[src/rtl/mux_nx1_scan_reg_if.sv]
// Bus bundle for the registered N-to-1 word selector: item words in, selected word and status out.
// The master side drives the selection controls; the slave side is the selector itself.
interface mux_nx1_scan_reg_if #(
    parameter int WIDTH = 6,
    parameter int N_IN  = 8,
    parameter int SEL_W = 3
);
    logic [N_IN*WIDTH-1:0] din;
    logic [SEL_W-1:0]      sel;
    logic                  sel_load;
    logic                  scan_en;
    logic                  hold;
    logic [WIDTH-1:0]      dout;
    logic [SEL_W-1:0]      dout_idx;
    logic                  dout_valid;
    logic                  sel_err;

    modport master (
        output din, sel, sel_load, scan_en, hold,
        input  dout, dout_idx, dout_valid, sel_err
    );

    modport slave (
        input  din, sel, sel_load, scan_en, hold,
        output dout, dout_idx, dout_valid, sel_err
    );
endinterface

[src/rtl/mux_nx1_scan_reg.sv]
// Registered N-to-1 word selector with range-checked index load and an auto-scan mode
// that steps through the inputs, spending DWELL cycles on each one.
module mux_nx1_scan_reg #(
    parameter int WIDTH   = 6,
    parameter int N_IN    = 8,
    parameter int SEL_W   = 3,
    parameter int DWELL   = 4,
    parameter int REVERSE = 1
) (
    input logic              clk,
    input logic              rst_n,
    mux_nx1_scan_reg_if.slave bus
);

    localparam int                CNT_W    = $clog2(DWELL + 1);
    localparam logic [SEL_W:0]    N_IN_EXT = (SEL_W + 1)'(N_IN);
    localparam logic [SEL_W-1:0]  IDX_LAST = SEL_W'(N_IN - 1);
    localparam logic [CNT_W-1:0]  CNT_LAST = CNT_W'(DWELL - 1);

    // Index-to-input mapping; with REVERSE, index 0 shows the highest input.
    function automatic logic [SEL_W-1:0] map_idx(input logic [SEL_W-1:0] k);
        if (REVERSE != 0) begin
            return IDX_LAST - k;
        end
        return k;
    endfunction

    function automatic logic [WIDTH-1:0] pick_word(
        input logic [N_IN*WIDTH-1:0] words,
        input logic [SEL_W-1:0]      w
    );
        logic [WIDTH-1:0] r;
        r = '0;
        for (int j = 0; j < N_IN; j++) begin
            if (w == SEL_W'(j)) begin
                r = words[j*WIDTH +: WIDTH];
            end
        end
        return r;
    endfunction

    logic [SEL_W-1:0] idx_q, idx_d;
    logic [CNT_W-1:0] cnt_q, cnt_d;
    logic [WIDTH-1:0] dout_q, dout_d;
    logic [SEL_W-1:0] dout_idx_q, dout_idx_d;
    logic             valid_q;
    logic             err_q, err_d;
    logic             sel_ok;
    logic             out_en;

    always_comb begin
        idx_d      = idx_q;
        cnt_d      = cnt_q;
        err_d      = 1'b0;
        sel_ok     = ({1'b0, bus.sel} < N_IN_EXT);
        out_en     = bus.sel_load | ~bus.hold;
        dout_d     = dout_q;
        dout_idx_d = dout_idx_q;

        // A load wins over hold; an out-of-range load only flags the error.
        if (bus.sel_load) begin
            if (sel_ok) begin
                idx_d = bus.sel;
                cnt_d = '0;
            end else begin
                err_d = 1'b1;
            end
        end else if (!bus.hold) begin
            if (bus.scan_en) begin
                if (cnt_q == CNT_LAST) begin
                    cnt_d = '0;
                    idx_d = (idx_q == IDX_LAST) ? '0 : idx_q + SEL_W'(1);
                end else begin
                    cnt_d = cnt_q + CNT_W'(1);
                end
            end else begin
                cnt_d = '0;
            end
        end

        // The output follows the index written on this same edge.
        if (out_en) begin
            dout_d     = pick_word(bus.din, map_idx(idx_d));
            dout_idx_d = idx_d;
        end
    end

    always_ff @(posedge clk or negedge rst_n) begin
        if (!rst_n) begin
            idx_q      <= '0;
            cnt_q      <= '0;
            dout_q     <= '0;
            dout_idx_q <= '0;
            valid_q    <= 1'b0;
            err_q      <= 1'b0;
        end else begin
            idx_q      <= idx_d;
            cnt_q      <= cnt_d;
            dout_q     <= dout_d;
            dout_idx_q <= dout_idx_d;
            valid_q    <= 1'b1;
            err_q      <= err_d;
        end
    end

    assign bus.dout       = dout_q;
    assign bus.dout_idx   = dout_idx_q;
    assign bus.dout_valid = valid_q;
    assign bus.sel_err    = err_q;

endmodule
[src/flat_wrapper.sv]
// flat-port wrapper written by rule: the top's interface ports become plain ports
module mux_nx1_scan_reg_flat 
#(
    parameter int WIDTH   = 6,
    parameter int N_IN    = 8,
    parameter int SEL_W   = 3,
    parameter int DWELL   = 4,
    parameter int REVERSE = 1
)
  (clk, rst_n, bus_din, bus_sel, bus_sel_load, bus_scan_en, bus_hold, bus_dout, bus_dout_idx, bus_dout_valid, bus_sel_err);
  mux_nx1_scan_reg_if #(.WIDTH(WIDTH), .N_IN(N_IN), .SEL_W(SEL_W)) bus_i ();
  input logic clk;
  input logic rst_n;
  input wire logic [$bits(bus_i.din)-1:0] bus_din;
  input wire logic [$bits(bus_i.sel)-1:0] bus_sel;
  input wire logic [$bits(bus_i.sel_load)-1:0] bus_sel_load;
  input wire logic [$bits(bus_i.scan_en)-1:0] bus_scan_en;
  input wire logic [$bits(bus_i.hold)-1:0] bus_hold;
  output wire logic [$bits(bus_i.dout)-1:0] bus_dout;
  output wire logic [$bits(bus_i.dout_idx)-1:0] bus_dout_idx;
  output wire logic [$bits(bus_i.dout_valid)-1:0] bus_dout_valid;
  output wire logic [$bits(bus_i.sel_err)-1:0] bus_sel_err;
  assign bus_i.din = bus_din;
  assign bus_i.sel = bus_sel;
  assign bus_i.sel_load = bus_sel_load;
  assign bus_i.scan_en = bus_scan_en;
  assign bus_i.hold = bus_hold;
  assign bus_dout = bus_i.dout;
  assign bus_dout_idx = bus_i.dout_idx;
  assign bus_dout_valid = bus_i.dout_valid;
  assign bus_sel_err = bus_i.sel_err;
  mux_nx1_scan_reg #(.WIDTH(WIDTH), .N_IN(N_IN), .SEL_W(SEL_W), .DWELL(DWELL), .REVERSE(REVERSE)) u_core (.clk(clk), .rst_n(rst_n), .bus(bus_i));
endmodule
[config.mk]
export PLATFORM = sky130hd
export DESIGN_NAME = mux_nx1_scan_reg_flat
export DESIGN_NICKNAME = d
export VERILOG_FILES = /design/src/rtl/mux_nx1_scan_reg_if.sv /design/src/rtl/mux_nx1_scan_reg.sv /design/src/flat_wrapper.sv
export SDC_FILE = /design/constraint.sdc
export NUM_CORES = 1
export LEC_CHECK = 0
export CORE_MARGIN = 3
export CORE_UTILIZATION = 44
export CTS_CLUSTER_DIAMETER = 40
export DETAILED_ROUTE_END_ITERATION = 8
export HOLD_SLACK_MARGIN = 0.15
export PLACE_DENSITY = 0.91
export SETUP_SLACK_MARGIN = 0.05
export SYNTH_ARGS = -nofsm -noshare
export SYNTH_HDL_FRONTEND = slang
export SYNTH_SLANG_ARGS = --single-unit
[constraint.sdc]
create_clock -name clk -period 3.24 [get_ports clk]
set_clock_uncertainty 0.1 [all_clocks]
set_input_delay 0.648 -clock clk [delete_from_list [all_inputs] [get_ports clk]]
set_output_delay 0.648 -clock clk [all_outputs]
set_load 0.01 [all_outputs]
==> results.sh, run 1 <==
export IMPL_status="complete, no violations"
export IMPL_clkTransAtPathRegs_ns=0.10
export IMPL_cts_tree="done"
export IMPL_num_vias=1547
export IMPL_async_flop_share=1.000
export IMPL_r2r_setup_slack_ns=0.65
export IMPL_synth_top_cell_by_area="dfrtp_1"
export IMPL_wl_per_cell_um=15.78
export IMPL_clk_latency_ns=0.29
export IMPL_switching_power_mw=0.2126
export IMPL_swShare=0.3218
export IMPL_peakVddDrop_mv=0.1589
export IMPL_relSlewSlack=0.5089
export IMPL_synth_top_area_frac=0.2912
export IMPL_final_cell_mix="clkdlybuf4s50_1 (65), nand2_1 (18), dfrtp_1 (16)"
export IMPL_finalHoldViolCount=0
export IMPL_cts_resized=0
export IMPL_crit_path_start_kind="input port"
export IMPL_seq_area_frac_synth=0.2912
export IMPL_power_density_nw_per_um2=314.8
export IMPL_syn_avg_cell_area_um2=8.488
export IMPL_yosys_register_bits=16
export IMPL_combPwrFrac=0.425
export IMPL_grt_usage=0.2378
export IMPL_cts_setup_buffers=0
export IMPL_min_to="u_core.bus.dout_idx[0]"
export IMPL_ios=67
export IMPL_grt_ovfl_total=0
export IMPL_synth_edf_count=0
export IMPL_clock_sinks=16
export IMPL_top_usage_layer="met2"
export IMPL_yosys_top_cells_area="dfrtp_1 (29%), o21ai_0 (5.1%), nand2_1 (4.9%)"
export IMPL_die_area_um2=3832
export IMPL_met3_usage=0.03719
export IMPL_grt_pass1_wl_um=6741
export IMPL_port_buffers=65
export IMPL_critical_path_top_delay_family="compound AO/OA/AOI/OAI gates"
export IMPL_yosysWarnings=0
export IMPL_crit_buf_inv=2
export IMPL_rows=19
export IMPL_hold_slack_ns=0.4122
export IMPL_nFillCells=233
export IMPL_rr_worst_depth=8
export IMPL_crit_fanout=8
export IMPL_ctsHoldBuffers=0
export IMPL_htreeDepth=1
export IMPL_hold_start="u_core.bus.dout_idx[0]"
export IMPL_r2r_end="u_core.bus.dout[3]"
export IMPL_finalCriticalPeriod_ns=2.926
export IMPL_first_pass_iters=4
export IMPL_drv_cap=0
export IMPL_cts_root_buf="clkbuf_4"
export IMPL_critPathMaxStageDelay_ns=0.64
export IMPL_worstPathRequired_ns=3.32
export IMPL_synth_fp_nets=221
export IMPL_core_area_um2=2877
export IMPL_final_common_cell="clkdlybuf4s50_1"
export IMPL_drt_iter0_drc=100
export IMPL_maxSlewViolCount=0
export IMPL_hold_depth=2
export IMPL_syn2layout_area_growth_pct=52.59
export IMPL_cts_buffer_depth=2
export IMPL_multi_input_comb_area_um2=875.8
export IMPL_viasPerCell=5.751
export IMPL_grt_util_met1=0.3149
export IMPL_finalNonFillerCells=269
export IMPL_drive_above_1_share=0.1013
export IMPL_cts_buffers=3
export IMPL_crit_type="in2reg"
export IMPL_p_int_mw=0.4480
export IMPL_antenna_found_initial=0
export IMPL_hold_path_class="reg2reg"
export IMPL_met2_usage=0.3647
export IMPL_synthCells=162
export IMPL_rsz0062_at_grt="false"
export IMPL_antenna_left=0
export IMPL_total_power_mw=0.6606
export IMPL_hpwl_um=3336
export IMPL_seq_area_um2=400.4
export IMPL_syn_cell_area_um2=1375
export IMPL_antenna_cells=0
export IMPL_critPathCaptureType="register"
export IMPL_dieWidth_um=61.91
export IMPL_worstReg2RegStart="u_core.idx_q[0]"
export IMPL_grt_max_degree=21
export IMPL_crit_chain="clkdlybuf4s50_1 > nand4bb_1 > buf_4 > nor4_1 > o32ai_1 > o21ai_0 > o311ai_1"
export IMPL_yosys_cell_types_count=39
export IMPL_clkPwrFrac=0.211
export IMPL_synthFlopType="dfrtp_1"
export IMPL_cpMaxStageDelayCell="o32ai_1"
export IMPL_crit_arrival_ns=3.00
export IMPL_max_freq_mhz=341.7
export IMPL_drcViolationCount=0
export IMPL_p_leak_nw=0.8249
export IMPL_finalSetupViolations=0
export IMPL_setup_tns_ns=0
export IMPL_sequentialPowerShare=0.364
export IMPL_crit_start="bus_hold"
export IMPL_grt_pass1_vias=1508
export IMPL_fin_crit_sh=0.9031
export IMPL_worst_pin_slew_ns=0.7344
export IMPL_die_y_um=61.91
export IMPL_drt_total_wl_um=4245
export IMPL_dp_cells=265
export IMPL_start_util=0.4780
export IMPL_place_gp_congestion=0.9590
export IMPL_final_nets=287
export IMPL_fin_util=0.7294
## layout make-up
| type | count | share of cell area |
|---|---|---|
| flip-flops and latches | 16 | 0.1908 |
| inverters | 6 | 0.01073 |
| repair buffers | 73 | 0.3387 |
| multi-input cells | 128 | 0.4174 |
| well taps | 42 | 0.02504 |
| clock buffers | 4 | 0.01729 |
## state kept, by name (all words and copies together), names as in the netlist
signal                 cells
u_core.bus.dout            6
u_core.bus.dout_idx        3
u_core.bus.dout_valid      1
u_core.cnt_q               3
u_core.idx_q               3
## worst register-to-register path: stages (launching register included)
cell,delay (ns)
dfrtp_1,0.45
ha_1,0.23
ha_1,0.21
o21bai_1,0.24
mux2i_4,0.17
buf_4,0.19
or3_1,0.30
a221oi_1,0.38
o311ai_1,0.19
## through the flow
stage / worst slack (ns) / cell area, um2
floorplan: 1.079 / 1375
global placement: 0.2281 / 2062
detailed placement: 0.1747 / 2062
CTS: 0.3574 / 2098
global route: 0.1707 / 2098
finish: 0.3139 / 2098
## power groups by stage
stage          Combinational (mW)  Clock [mW]  Sequential, mW
6_report                    0.281       0.139           0.241
5_1_grt                     0.304       0.145           0.242
4_1_cts                     0.279       0.136           0.240
3_5_place_dp                0.276           0           0.243
3_3_place_gp                0.270           0           0.243
2_1_floorplan               0.126           0           0.251
## synth_stat cells (2+ instances only)
| cell | n |
|---|---|
| nand2_1 | 18 |
| dfrtp_1 | 16 |
| o21ai_0 | 14 |
| a21oi_1 | 10 |
| nor3b_1 | 8 |
| nor2_1 | 7 |
| a32oi_1 | 6 |
| o21a_1 | 6 |
| o22ai_1 | 6 |
| o311ai_1 | 6 |
| or3_1 | 6 |
| clkbuf_1 | 5 |
| inv_1 | 5 |
| buf_4 | 4 |
| nor2b_1 | 4 |
| a221oi_1 | 3 |
| a221oi_2 | 3 |
| ha_1 | 3 |
| nor3_1 | 3 |
| buf_6 | 2 |
| conb_1 | 2 |
| mux2_2 | 2 |
| mux2i_4 | 2 |
| nand2b_1 | 2 |
| nand3_1 | 2 |
| o21ai_1 | 2 |
| o31ai_1 | 2 |
| or2_1 | 2 |
## cells by family after synthesis
group | count (synthesis) | synth area share
multiplexers | 6 | 0.06733
AO/OA/AOI/OAI | 61 | 0.3167
other | 2 | 0.005462
flip-flops | 16 | 0.2912
adder cells (fa/ha/maj) | 3 | 0.02730
AND/OR/NAND/NOR | 56 | 0.2202
buffers and inverters | 18 | 0.07188
## how the worst max path moves through the flow
stage                                     to  slack (ns)  cells after the start
final                     u_core.bus.dout[3]        0.31                      7
after global routing      u_core.bus.dout[3]        0.17                      7
after CTS                 u_core.bus.dout[3]        0.36                      7
after detailed placement  u_core.bus.dout[3]        0.17                      7
after global placement    u_core.bus.dout[5]        0.23                      7
after floorplan           u_core.bus.dout[0]        1.08                      7
## metal layers
metal,up-vias,share of wire
li1,740,-
met1,710,0.43
met2,79,0.46
met3,18,0.064
met4,0,0.045
met5,-,0
Power figures use the tool's default switching activity.
==> inputs of run 2 (changes only) <==
CORE_ASPECT_RATIO = 0.8   (was unset)
GPL_ROUTABILITY_DRIVEN = 0   (was unset)
==> run 2 against run 1 <==
- wire length rose by 0.80%
- worst setup slack improved by 0.14 ns
- sequential share of layout area fell by 0.057 points
- maximum frequency rose by 5.1%
- flip-flop and latch count did not move
- design area rose by 0.30%
- critical path depth did not move
- via count fell by 0.52%
- final cell count fell by 1.9%
- sequential power barely moved
- count of clock-buffer cells in the layout did not move
- clock power rose by 30%
- largest power group unchanged
==> results.sh, run 2 (same netlist as run 1, synthesis figures left out) <==
export IMPL_syn2layout_area_growth_pct=53.05
export IMPL_num_vias=1539
export IMPL_ios=67
export IMPL_finalHoldViolCount=0
export IMPL_antenna_cells=0
export IMPL_grt_ovfl_total=0
export IMPL_die_y_um=56
export IMPL_wl_per_cell_um=16.21
export IMPL_nFillCells=208
export IMPL_finalSetupViolations=0
export IMPL_cts_tree="done"
export IMPL_worst_pin_slew_ns=0.7526
export IMPL_max_freq_mhz=359.1
export IMPL_first_pass_iters=4
export IMPL_maxSlewViolCount=0
export IMPL_start_util=0.4789
export IMPL_antenna_found_initial=0
export IMPL_cts_setup_buffers=0
export IMPL_hpwl_um=3469
export IMPL_cts_buffers=3
export IMPL_worstPathRequired_ns=3.26
export IMPL_dieWidth_um=68.50
export IMPL_drt_iter0_drc=103
export IMPL_final_common_cell="clkdlybuf4s50_1"
export IMPL_crit_path_start_kind="input port"
export IMPL_multi_input_comb_area_um2=875.8
export IMPL_final_cell_mix="clkdlybuf4s50_1 (65), nand2_1 (18), dfrtp_1 (16)"
export IMPL_clock_sinks=16
export IMPL_grt_max_degree=18
export IMPL_grt_usage=0.2300
export IMPL_grt_pass1_wl_um=6879
export IMPL_rr_worst_depth=7
export IMPL_die_area_um2=3836
export IMPL_drv_cap=0
export IMPL_worstReg2RegStart="u_core.cnt_q[0]"
export IMPL_hold_depth=2
export IMPL_hold_start="u_core.bus.dout_idx[1]"
export IMPL_htreeDepth=1
export IMPL_hold_path_class="reg2reg"
export IMPL_clkTransAtPathRegs_ns=0.07
export IMPL_total_power_mw=0.6970
export IMPL_finalCriticalPeriod_ns=2.785
export IMPL_crit_arrival_ns=2.81
export IMPL_crit_fanout=13
export IMPL_ctsHoldBuffers=0
export IMPL_relSlewSlack=0.4967
export IMPL_grt_pass1_vias=1477
export IMPL_status="complete, no violations"
export IMPL_clk_latency_ns=0.25
export IMPL_largest_reg_flops=6
export IMPL_rows=17
export IMPL_setup_tns_ns=0
export IMPL_seq_area_um2=400.4
export IMPL_core_area_um2=2872
export IMPL_drive_above_1_share=0.09735
export IMPL_drt_total_wl_um=4279
export IMPL_critPathCaptureType="register"
export IMPL_cts_resized=0
export IMPL_fin_crit_sh=0.8595
export IMPL_power_density_nw_per_um2=331.2
export IMPL_port_buffers=65
export IMPL_peakVddDrop_mv=0.1801
export IMPL_crit_start="bus_scan_en"
export IMPL_antenna_left=0
export IMPL_cts_buffer_depth=2
export IMPL_final_nets=286
export IMPL_crit_type="in2reg"
export IMPL_cts_root_buf="clkbuf_8"
export IMPL_rsz0062_at_grt="false"
export IMPL_p_leak_nw=0.8275
export IMPL_drcViolationCount=0
export IMPL_viasPerCell=5.830
-- run 2: worst paths after layout --
check                                              end  slack [ns]
worst max-delay path                u_core.bus.dout[4]        0.46
worst min-delay path            u_core.bus.dout_idx[1]        0.39
worst max register to register      u_core.bus.dout[4]        0.79
worst min register to register  u_core.bus.dout_idx[1]        0.39
max in group asynchronous           u_core.bus.dout[2]        1.83
min in group asynchronous              u_core.cnt_q[2]        0.74
-- run 2: cell type report --
class | count | share of cell area
repair buffers | 72 | 0.3341
multi-input cells | 128 | 0.4162
clock buffers | 4 | 0.02616
well taps | 38 | 0.02259
inverters | 6 | 0.01070
flip-flops and latches | 16 | 0.1902
-- run 2: per-stage QoR --
stage	setup slack, ns	hold WS (ns)	utilization	instances	instance area (um2)
global route	0.2556	0.4320	0.7329	264	2105
CTS	0.4745	0.3892	0.7329	264	2105
floorplan	1.079	0.2524	-	162	1375
finish	0.4552	0.3912	0.7329	264	2105
global placement	0.2878	0.3638	0.7137	260	2049
detailed placement	0.2464	0.3746	0.7137	260	2049
-- run 2: routing by layer --
| metal | track usage | vias up | wire, um |
|---|---|---|---|
| met5 | 0 | - | 0 |
| met4 | 0.04533 | 0 | 59 |
| met3 | 0.05051 | 8 | 436 |
| met2 | 0.3510 | 89 | 1896 |
| met1 | 0.3280 | 699 | 1888 |
| li1 | - | 743 | - |
-- run 2: power breakdown --
part	internal, mW	switching, mW	total, mW
combinational	0.154	0.122	0.277
sequential	0.224	0.0157	0.240
clock	0.108	0.0728	0.181
-- run 2: critical path, cell delays in order --
cell and delay, ns:
clkdlybuf4s50_1 0.53, nand4bb_1 0.27, buf_4 0.26, mux2i_4 0.20, mux2_4 0.37, a221oi_1 0.38
o311ai_1 0.14
